===== src/rtl/upht_upd_ctrl.sv =====
`ifndef SAT_TABLE_SIZE
`define SAT_TABLE_SIZE 64
`endif

// Show-ahead queue: pushed entry visible at head one edge later; flush empties at the next edge.
// Backpressure: full refuses a push, even in a cycle that also pops.
module upht_fifo #(
  parameter int WIDTH = 8,
  parameter int DEPTH = 4
) (
  input  logic                   clk,
  input  logic                   rst_n,
  input  logic                   flush,
  input  logic                   push_vld,
  input  logic [WIDTH-1:0]       push_dat,
  input  logic                   pop,
  output logic [WIDTH-1:0]       head_dat,
  output logic                   full,
  output logic                   empty,
  output logic [$clog2(DEPTH):0] count
);
  localparam int AW = $clog2(DEPTH);

  logic [WIDTH-1:0] mem [DEPTH];
  logic [AW:0]      wr_ptr;
  logic [AW:0]      rd_ptr;
  logic             push_acc;
  logic             pop_acc;

  assign count    = wr_ptr - rd_ptr;
  assign empty    = (wr_ptr == rd_ptr);
  assign full     = (count == (AW+1)'(DEPTH));
  assign head_dat = mem[rd_ptr[AW-1:0]];
  assign push_acc = push_vld && !full && !flush;
  assign pop_acc  = pop && !empty && !flush;

  always_ff @(posedge clk or negedge rst_n) begin
    if (!rst_n) begin
      wr_ptr <= '0;
      rd_ptr <= '0;
    end else if (flush) begin
      wr_ptr <= '0;
      rd_ptr <= '0;
    end else begin
      if (push_acc) wr_ptr <= wr_ptr + (AW+1)'(1);
      if (pop_acc)  rd_ptr <= rd_ptr + (AW+1)'(1);
    end
  end

  always_ff @(posedge clk) begin
    if (push_acc) mem[wr_ptr[AW-1:0]] <= push_dat;
  end
endmodule

// uPHT commit-update controller: queue -> read (RD) -> saturating write (WR), min 2 cycles per update.
// Predictor reads win the shared read port until the starve limit forces the queued update through.
module upht_upd_ctrl #(
  parameter int IDX_W      = $clog2(`SAT_TABLE_SIZE),
  parameter int FIFO_DEPTH = 4,
  parameter int STARVE_LIM = 8
) (
  input  logic             i_clk,
  input  logic             i_rstn,
  input  logic             i_upd_vld,
  output logic             o_upd_rdy,
  input  logic [IDX_W-1:0] i_upd_idx,
  input  logic             i_upd_taken,
  input  logic             i_pred_vld,
  input  logic [IDX_W-1:0] i_pred_idx,
  output logic             o_pred_gnt,
  output logic [1:0]       o_pred_cnt,
  input  logic             i_flush,
  output logic             o_uPhtRead_vld,
  output logic [IDX_W-1:0] o_uPhtRd_addr,
  input  logic [1:0]       i_uPhtRd_Cnt,
  output logic             o_uPhtWrite_vld,
  output logic [IDX_W-1:0] o_uPhtWr_addr,
  output logic [1:0]       o_commit_Cnt,
  output logic             o_uPht_enable,
  output logic             o_busy
);
  localparam int SW = $clog2(STARVE_LIM + 1);
  localparam int CW = $clog2(FIFO_DEPTH) + 1;

  typedef struct packed {
    logic [IDX_W-1:0] idx;
    logic             taken;
  } upd_t;

  typedef enum logic [1:0] {IDLE, RD, WR} state_t;

  state_t           state;
  state_t           state_nxt;
  logic [SW-1:0]    starve_cnt;
  logic [SW-1:0]    starve_nxt;
  logic [IDX_W-1:0] wr_idx;
  logic [IDX_W-1:0] wr_idx_nxt;
  logic [1:0]       wr_cnt;
  logic [1:0]       wr_cnt_nxt;
  upd_t             push_dat;
  upd_t             head_dat;
  logic             q_full;
  logic             q_empty;
  logic [CW-1:0]    q_count;
  logic             push_acc;
  logic             force_upd;
  logic             blocked;

  function automatic logic [1:0] sat_next(input logic [1:0] cnt, input logic taken);
    if (taken) return (cnt == 2'b11) ? 2'b11 : cnt + 2'b01;
    else       return (cnt == 2'b00) ? 2'b00 : cnt - 2'b01;
  endfunction

  assign push_dat  = '{idx: i_upd_idx, taken: i_upd_taken};
  assign push_acc  = i_upd_vld && !q_full && !i_flush;
  assign force_upd = (starve_cnt == SW'(STARVE_LIM));
  assign blocked   = i_pred_vld && !force_upd;

  upht_fifo #(
    .WIDTH ($bits(upd_t)),
    .DEPTH (FIFO_DEPTH)
  ) u_queue (
    .clk      (i_clk),
    .rst_n    (i_rstn),
    .flush    (i_flush),
    .push_vld (i_upd_vld),
    .push_dat (push_dat),
    .pop      (state == WR),
    .head_dat (head_dat),
    .full     (q_full),
    .empty    (q_empty),
    .count    (q_count)
  );

  always_ff @(posedge i_clk or negedge i_rstn) begin
    if (!i_rstn) begin
      state      <= IDLE;
      starve_cnt <= '0;
      wr_idx     <= '0;
      wr_cnt     <= '0;
    end else begin
      state      <= state_nxt;
      starve_cnt <= starve_nxt;
      wr_idx     <= wr_idx_nxt;
      wr_cnt     <= wr_cnt_nxt;
    end
  end

  always_comb begin
    state_nxt  = state;
    starve_nxt = starve_cnt;
    wr_idx_nxt = wr_idx;
    wr_cnt_nxt = wr_cnt;
    case (state)
      IDLE: if (!q_empty) state_nxt = RD;
      RD: begin
        // blocked already implies starve_cnt < STARVE_LIM, so the increment saturates by construction
        if (blocked) begin
          starve_nxt = starve_cnt + SW'(1);
        end else begin
          state_nxt  = WR;
          wr_idx_nxt = head_dat.idx;
          wr_cnt_nxt = sat_next(i_uPhtRd_Cnt, head_dat.taken);
          starve_nxt = '0;
        end
      end
      WR: state_nxt = ((q_count > CW'(1)) || push_acc) ? RD : IDLE;
      default: state_nxt = IDLE;
    endcase
    if (i_flush) begin
      state_nxt  = IDLE;
      starve_nxt = '0;
    end
  end

  always_comb begin
    o_uPhtRd_addr = '0;
    if (o_pred_gnt)       o_uPhtRd_addr = i_pred_idx;
    else if (state == RD) o_uPhtRd_addr = head_dat.idx;
  end

  assign o_upd_rdy       = !q_full;
  assign o_pred_gnt      = i_pred_vld && !((state == RD) && force_upd);
  assign o_pred_cnt      = i_uPhtRd_Cnt;
  assign o_uPhtRead_vld  = o_pred_gnt || (state == RD);
  assign o_uPhtWrite_vld = (state == WR);
  assign o_uPht_enable   = (state == WR);
  assign o_uPhtWr_addr   = wr_idx;
  assign o_commit_Cnt    = wr_cnt;
  assign o_busy          = (state != IDLE) || !q_empty;
endmodule


===== config.mk =====
export PLATFORM = sky130hd
export DESIGN_NAME = upht_upd_ctrl
export DESIGN_NICKNAME = d
export VERILOG_FILES = /design/src/rtl/upht_upd_ctrl.sv
export SDC_FILE = /design/constraint.sdc
export NUM_CORES = 1
export LEC_CHECK = 0
export BUFFER_PORTS_ARGS = -buffer_cell sky130_fd_sc_hd__clkbuf_2
export CORE_ASPECT_RATIO = 1.75
export CORE_MARGIN = 2
export CORE_UTILIZATION = 49
export DETAILED_ROUTE_END_ITERATION = 16
export HOLD_SLACK_MARGIN = 0.12
export PLACE_DENSITY = 0.74
export SLEW_MARGIN = 25
export SYNTH_ARGS = -nofsm -noshare
export SYNTH_HDL_FRONTEND = slang
export SYNTH_HIERARCHICAL = 1
export SYNTH_SLANG_ARGS = --single-unit

===== constraint.sdc =====
create_clock -name i_clk -period 2.5 [get_ports i_clk]
set_input_delay 0.25 -clock i_clk [delete_from_list [all_inputs] [get_ports i_clk]]
set_output_delay 0.25 -clock i_clk [all_outputs]
set_load 0.01 [all_outputs]

==> results.md, run 1 <==
* Syn_area_per_cell at 14.76 um2
* Filler instances at 351
* PwrDens at 722.2 mW/mm2
* DR vias/cell at 5.665
* Mapped Area at 0.002273 mm2
* Max_cap viols at 0
* Die Span Y at 94.11 um
* Post-route minimum period at 2320 ps
* RSZ-0062 raised after global routing: no
* R2r endpoint: u_queue/mem[0][1]
* Reg area at 0.001341 mm2
* Worst endpoint data arrival time at 2070 ps
* Clock Tree Root: clkbuf_8
* NumNets Final at 235
* Worst-path clk slew at 90 ps
* CTS H-tree lvls at 2
* Clk buf depth at 2
* Status: complete, no violations
* Slew Viols, Final at 0
* Tightest Hold Check Type: in2reg
* Grt total ovfl at 0
* CP endpoint kind: output port
* CTS tree: built
* Detailed placement HPWL at 3367 um
* Syn-to-layout area delta at 18.49%
* WP buf/inv at 5
* Final setup fails at 0
* Post-synthesis net count at 184
* Worst Max-Slew Pin Slew at 619.8 ps
* # IOs at 42
* Total clock buffers created by CTS at 5
* Ys Warns at 6
* Layout cell share with drive strength beyond 1 at 38.83%
* Final ANT Viol Nets at 0
* ANT cells at 0
* Mapped Cells at 154
* Hold path start: i_upd_taken
* Die area at 0.005222 mm2
* Vias in the first global route at 1509
* Port Buffers at 41
* Global-route usage over all layers at 18.43%
* Fmax at 431.0 MHz
* Placed cell areas at 0.002564 mm2
* Avg WL per Cell at 17.23 um
* CTS sink count at 48
* CORE AREA at 0.004444 mm2
* Residual DRC at 0
* Routed WL at 4428 um
* LEAKAGE at 1.126 nW
* Rel. slew slack at 58.45%
* RR Startpoint: u_queue/wr_ptr[0]
* R2R Setup Slk at 230 ps
* Site row count at 32
* Post-route cell area at 0.002694 mm2
* Die X at 55.49 um
* CP max stage cell: dfrtp_1
* Initial DRC count at 77
* Hold Fails Final Rpt at 0
* Initial antenna violation count at 0
* Min-Delay Endpoint: u_queue/mem[2][0]
* Worst-Skew Late Latency at 310 ps
* Critical Path Fanout Max at 2
* Multi-input logic area at 845.8 um2
* Worst path max stage delay at 390 ps
* Critical path class: reg2out
* Finished Core Util at 60.61%
* Routability Congestion at 0.8383
* Worst hold stages at 1
* Most used cell, CP: inv_1
* First-pass GRT wire length at 7203 um
* Delay-heaviest family, CP: adder cells
* Total vias in the final route at 1456
* R2r worst-path depth at 9
* Crit start category: flop
* CP Cell Sequence: inv_1 -> ha_1 -> inv_1 -> fa_1 -> xor3_2 -> buf_4 -> nor2_1 -> inv_1 -> clkbuf_2
* Crit path required time at 2250 ps
* IR Drop Worst-Case VDD at 499.8 uV
* Fin crit share at 92.82%
* DRT Pass-1 Iters at 4
* Initial core utilization at 51.15%
* Pin count of the biggest net entering global routing at 21
* Clk_skew at 3.155 ps
[through the flow]
| step | setup slack [ps] | cells | TNS (ps) | power, W | hold WS, ps |
|---|---|---|---|---|---|
| 3_5_place_dp | -130.5 | 248 | -910.7 | 0.001394 | 260.4 |
| 6_report | 179.6 | 257 | 0 | 0.001945 | 157.9 |
| 5_1_grt | 99.06 | 257 | 0 | 0.002034 | 156.8 |
| 4_1_cts | 181.5 | 257 | 0 | 0.001961 | 149.1 |
| 2_1_floorplan | -19.71 | 154 | -413.8 | 0.001222 | -45.59 |
| 3_3_place_gp | 17.03 | 248 | 0 | 0.001370 | 251.6 |
[timing repair]
item / 4_1_cts / 5_1_grt
setup endpoints to repair: 7 / 0
buffers inserted: 0 / 0
gates resized for setup: 1 / 0
hold buffers: 1 / 0
hold endpoints to repair: 20 / 0
[layout by cell type (no fill, tap or decap), types with 2 or more instances in the layout]
| master | n |
|---|---|
| inv_1 | 10 |
| clkbuf_8 | 5 |
| a22o_1 | 6 |
| nor2b_1 | 3 |
| nor3b_1 | 4 |
| clkbuf_2 | 41 |
| nand3_1 | 2 |
| ha_1 | 9 |
| nor2_1 | 8 |
| buf_4 | 10 |
| maj3_1 | 2 |
| mux2i_1 | 2 |
| dfrtp_1 | 20 |
| mux2_2 | 8 |
| a21oi_1 | 4 |
| edfxtp_1 | 28 |
| nand2b_1 | 4 |
| nand2_1 | 4 |
| xor2_1 | 3 |
| o21ai_0 | 3 |
| mux4_2 | 7 |
[metal layers]
layer  up-vias  share of wire, %  global-route usage (%)
li1        665                 -                       -
met1       729                39                   20.84
met2        53                54                   32.94
met3         9               4.6                   3.857
met4         0               2.1                   8.333
met5         -                 0                       0
[area by class of cell]
type / count / share of cell area (%)
multi-input combinational: 88 / 31.40
clock buffer: 5 / 2.555
tap: 51 / 2.369
inverter: 10 / 1.393
clock inverter: 3 / 1.719
timing repair buffer: 52 / 10.78
sequential: 48 / 49.79
[where the power goes]
group          internal (W)  switching, W
clock network      0.000301      0.000271
logic              0.000191      0.000203
registers          0.000931     0.0000485
total               0.00142      0.000522
[flip-flops by register name, summed over array words and instances, names as in the netlist]
register / count
u_queue/wr_ptr: 3
o_commit_Cnt: 2
o_uPhtWr_addr: 6
starve_cnt: 4
u_queue/mem: 28
state: 2
u_queue/rd_ptr: 3
[how the worst max path moves through the flow]
stage	startpoint	endpoint	slack (ps)	cells past startpoint
floorplan	u_queue/rd_ptr[1]	u_queue/mem[2][0]	-20	6
CTS	u_queue/wr_ptr[0]	o_upd_rdy	180	9
detailed placement	u_queue/wr_ptr[0]	u_queue/mem[3][0]	-130	7
finish	u_queue/wr_ptr[0]	o_upd_rdy	180	9
global placement	u_queue/wr_ptr[0]	u_queue/mem[3][2]	20	7
global route	u_queue/wr_ptr[0]	o_upd_rdy	100	9
(Power assumes the default switching activity.)
==> run 2, diff against run 1 <==
- ABC_AREA: not set -> 1
- CORE_UTILIZATION: 49 -> 50
- PLACE_DENSITY: 0.74 -> 0.75
==> results.md, run 2 <==
* Filler instances at 415 (+18%)
* Detailed placement HPWL at 3854 um (+14%)
* DR vias/cell at 5.163 (-8.9%)
* Mapped Cells at 245 (+59%)
* Clock Tree Root: clkbuf_8
* Pin count of the biggest net entering global routing at 21 (unchanged)
* # IOs at 42 (unchanged)
* Initial DRC count at 65 (-16%)
* Worst endpoint data arrival time at 2050 ps (-20 ps)
* Avg WL per Cell at 14.09 um (-18%)
* Sequential fraction of the synthesis area at 55.63%
* DRT Pass-1 Iters at 6 (+2)
* Mapped Area at 0.002411 mm2 (+6.1%)
* Routed WL at 4847 um (+9.5%)
* ANT cells at 0 (unchanged)
* FFs w/ async S/R, synth at 41.67%
* Yosys top cell by area: edfxtp_1
* Total clock buffers created by CTS at 5 (unchanged)
* CTS H-tree lvls at 2 (unchanged)
* CORE AREA at 0.004666 mm2 (+5.0%)
* Ys Warns at 6 (unchanged)
* Top cells by area, synth: edfxtp_1 (35%), dfrtp_1 (21%), nand2_1 (9.5%)
* # Post-CTS Setup Buffers at 0 (unchanged)
* # resized after CTS at 0 (-1)
* Most used cell, CP: inv_1
* Syn-to-layout area delta at 15.62%
* First-pass GRT wire length at 7976 um (+11%)
* Number of synthesized register bits at 48
* Tightest Hold Check Type: in2reg
* Most frequent cells in the layout: nand2_1 (61), clkbuf_2 (41), edfxtp_1 (28)
* Synth cell count leaders: nand2_1 (61), edfxtp_1 (28), inv_1 (23)
* Post-synth EDFFs at 28
* Syn_area_per_cell at 9.841 um2 (-33%)
* Grt total ovfl at 0 (unchanged)
* Die area at 0.005415 mm2 (+3.7%)
* Post-CTS Hold Fix Bufs at 1 (unchanged)
* Max reg flops at 28 (unchanged)
* Slew Viols, Final at 0 (unchanged)
* Layout cell share with drive strength beyond 1 at 25.68% (-13 points)
* Crit path required time at 2250 ps (about the same)
* CP Cell Sequence: inv_1 -> ha_1 -> inv_1 -> fa_1 -> nor2_8 -> nand2_4 -> inv_2 -> inv_1 -> clkbuf_2
* Total vias in the final route at 1776 (+22%)
* IR Drop Worst-Case VDD at 524.6 uV (+5.0%)
* Critical path class: reg2out
* Most common cell after layout, fill and taps aside: nand2_1
* Status: complete, no violations
* CTS sink count at 48 (unchanged)
* Worst-Skew Late Latency at 300 ps (about the same)
* Die X at 56.49 um (+1.8%)
* Die Span Y at 95.86 um (+1.9%)
* Global-route usage over all layers at 19.56% (+1.1 points)
* Setup TNS at 0 ps (unchanged)
* Initial antenna violation count at 0 (unchanged)
* Crit start category: flop
* Vias in the first global route at 1707 (+13%)
* RR Startpoint: u_queue/wr_ptr[0]
* CP endpoint kind: output port
* Post-synth top area share at 34.87%
* CP max stage cell: fa_1
* Max_cap viols at 0 (unchanged)
* CTS tree: built
* Worst path max stage delay at 610 ps (+220 ps)
* Final setup fails at 0 (unchanged)
* Hold path start: i_flush
* Post-route cell area at 0.002788 mm2 (+3.5%)
* PwrDens at 762.5 mW/mm2 (+5.6%)
* Residual DRC at 0 (unchanged)
* Top FF cell, synth: edfxtp_1
* RSZ-0062 raised after global routing: no
* Placed cell areas at 0.002659 mm2 (+3.7%)
* Unique cell type count in the Yosys netlist at 26
* Worst Setup SP: u_queue/wr_ptr[0]
* Leading cell type by number of instances after synthesis: nand2_1
* Site row count at 33 (+3.1%)
* Port Buffers at 41 (unchanged)
* Worst Max-Slew Pin Slew at 502.7 ps (-117.1 ps)
* Fmax at 434.5 MHz (+0.81%)
* Critical Path Fanout Max at 6 (+4)
* Final non-filler cell total at 344 (+34%)
* Post-synthesis net count at 275 (+49%)
* Initial core utilization at 51.68% (+0.52 points)
* Clk buf depth at 2 (unchanged)
* Worst-path clk slew at 90 ps (about the same)
* Hold Fails Final Rpt at 0 (unchanged)
* Routability Congestion at 0.8631 (+3.0%)
* Cell count after placement at 335 (+35%)
* Clk_skew at 3.541 ps (+0.3861 ps)
* Fin crit share at 92.07% (-0.75 points)
* NumNets Final at 321 (+37%)
* LEAKAGE at 1.364 nW (+21%)
* Post-route minimum period at 2302 ps (-18.73 ps)
* Final ANT Viol Nets at 0 (unchanged)
* Rel. slew slack at 66.48% (+8.0 points)
==> run 2: worst paths after layout <==
| check | slack, ps | cells after the start | to |
|---|---|---|---|
| max | 200 | 9 | o_upd_rdy |
| min | 180 | 2 | u_queue/rd_ptr[1] |
| max reg2reg | 270 | 9 | u_queue/mem[0][6] |
| min reg2reg | 480 | 2 | o_uPhtWr_addr[0] |
| max in group asynchronous | 1720 | 2 | state[1] |
| min in group asynchronous | 440 | 2 | u_queue/wr_ptr[2] |
==> run 2: cells by family (layout without fill, tap and decap cells) <==
logic type / count (synthesis) / after routing / synth area share, %
compound gates: 25 / 25 / 5.552
xor+xnor: 3 / 3 / 1.090
fa+ha+maj: 10 / 10 / 5.501
buf+inv: 35 / 82 / 6.694
flops: 48 / 48 / 55.63
simple gates: 124 / 124 / 25.53
==> run 2: area by class of cell <==
cell class	instances	area (um2)	area share (%)
clock inverter	3	50.05	1.795
multi-input combinational	162	908.4	32.59
tap	52	65.06	2.334
timing repair buffer	47	252.7	9.066
inverter	27	101.3	3.636
clock buffer	5	68.82	2.469
sequential	48	1341	48.12
==> run 2: metrics by stage <==
| step | worst slack [ps] | total power, W | hold slack (ps) | utilization, % |
|---|---|---|---|---|
| 2_1_floorplan | 268.3 | 0.001379 | -45.59 | - |
| 3_3_place_gp | 315.0 | 0.001558 | 251.1 | 56.99 |
| 3_5_place_dp | 244.9 | 0.001570 | 248.6 | 56.99 |
| 4_1_cts | 183.2 | 0.002153 | 175.4 | 59.75 |
| 5_1_grt | 60.78 | 0.002260 | 179.7 | 59.75 |
| 6_report | 198.3 | 0.002126 | 178.8 | 59.75 |
==> run 2: metal layers <==
layer / vias to the layer above / global-route usage, % / wire length (um)
met3: 8 / 3.091 / 202
met5: - / 0 / 0
li1: 898 / - / -
met2: 45 / 37.40 / 2680
met4: 0 / 7.738 / 93
met1: 825 / 21.06 / 1871
==> run 2: report_power, final <==
group	internal (W)	leakage, nW	switching [W]
Combinational	0.000206	0.786	0.000346
Sequential	0.000935	0.517	0.0000574
Clock	0.000308	0.0607	0.000272
==> run 2: critical path, delay by kind of cell, from the launching register on <==
family | cells | cell delay [ps]
adder cells (fa/ha/maj) | 2 | 770
flip-flops | 1 | 420
buffers and inverters | 5 | 380
AND/OR/NAND/NOR | 2 | 170
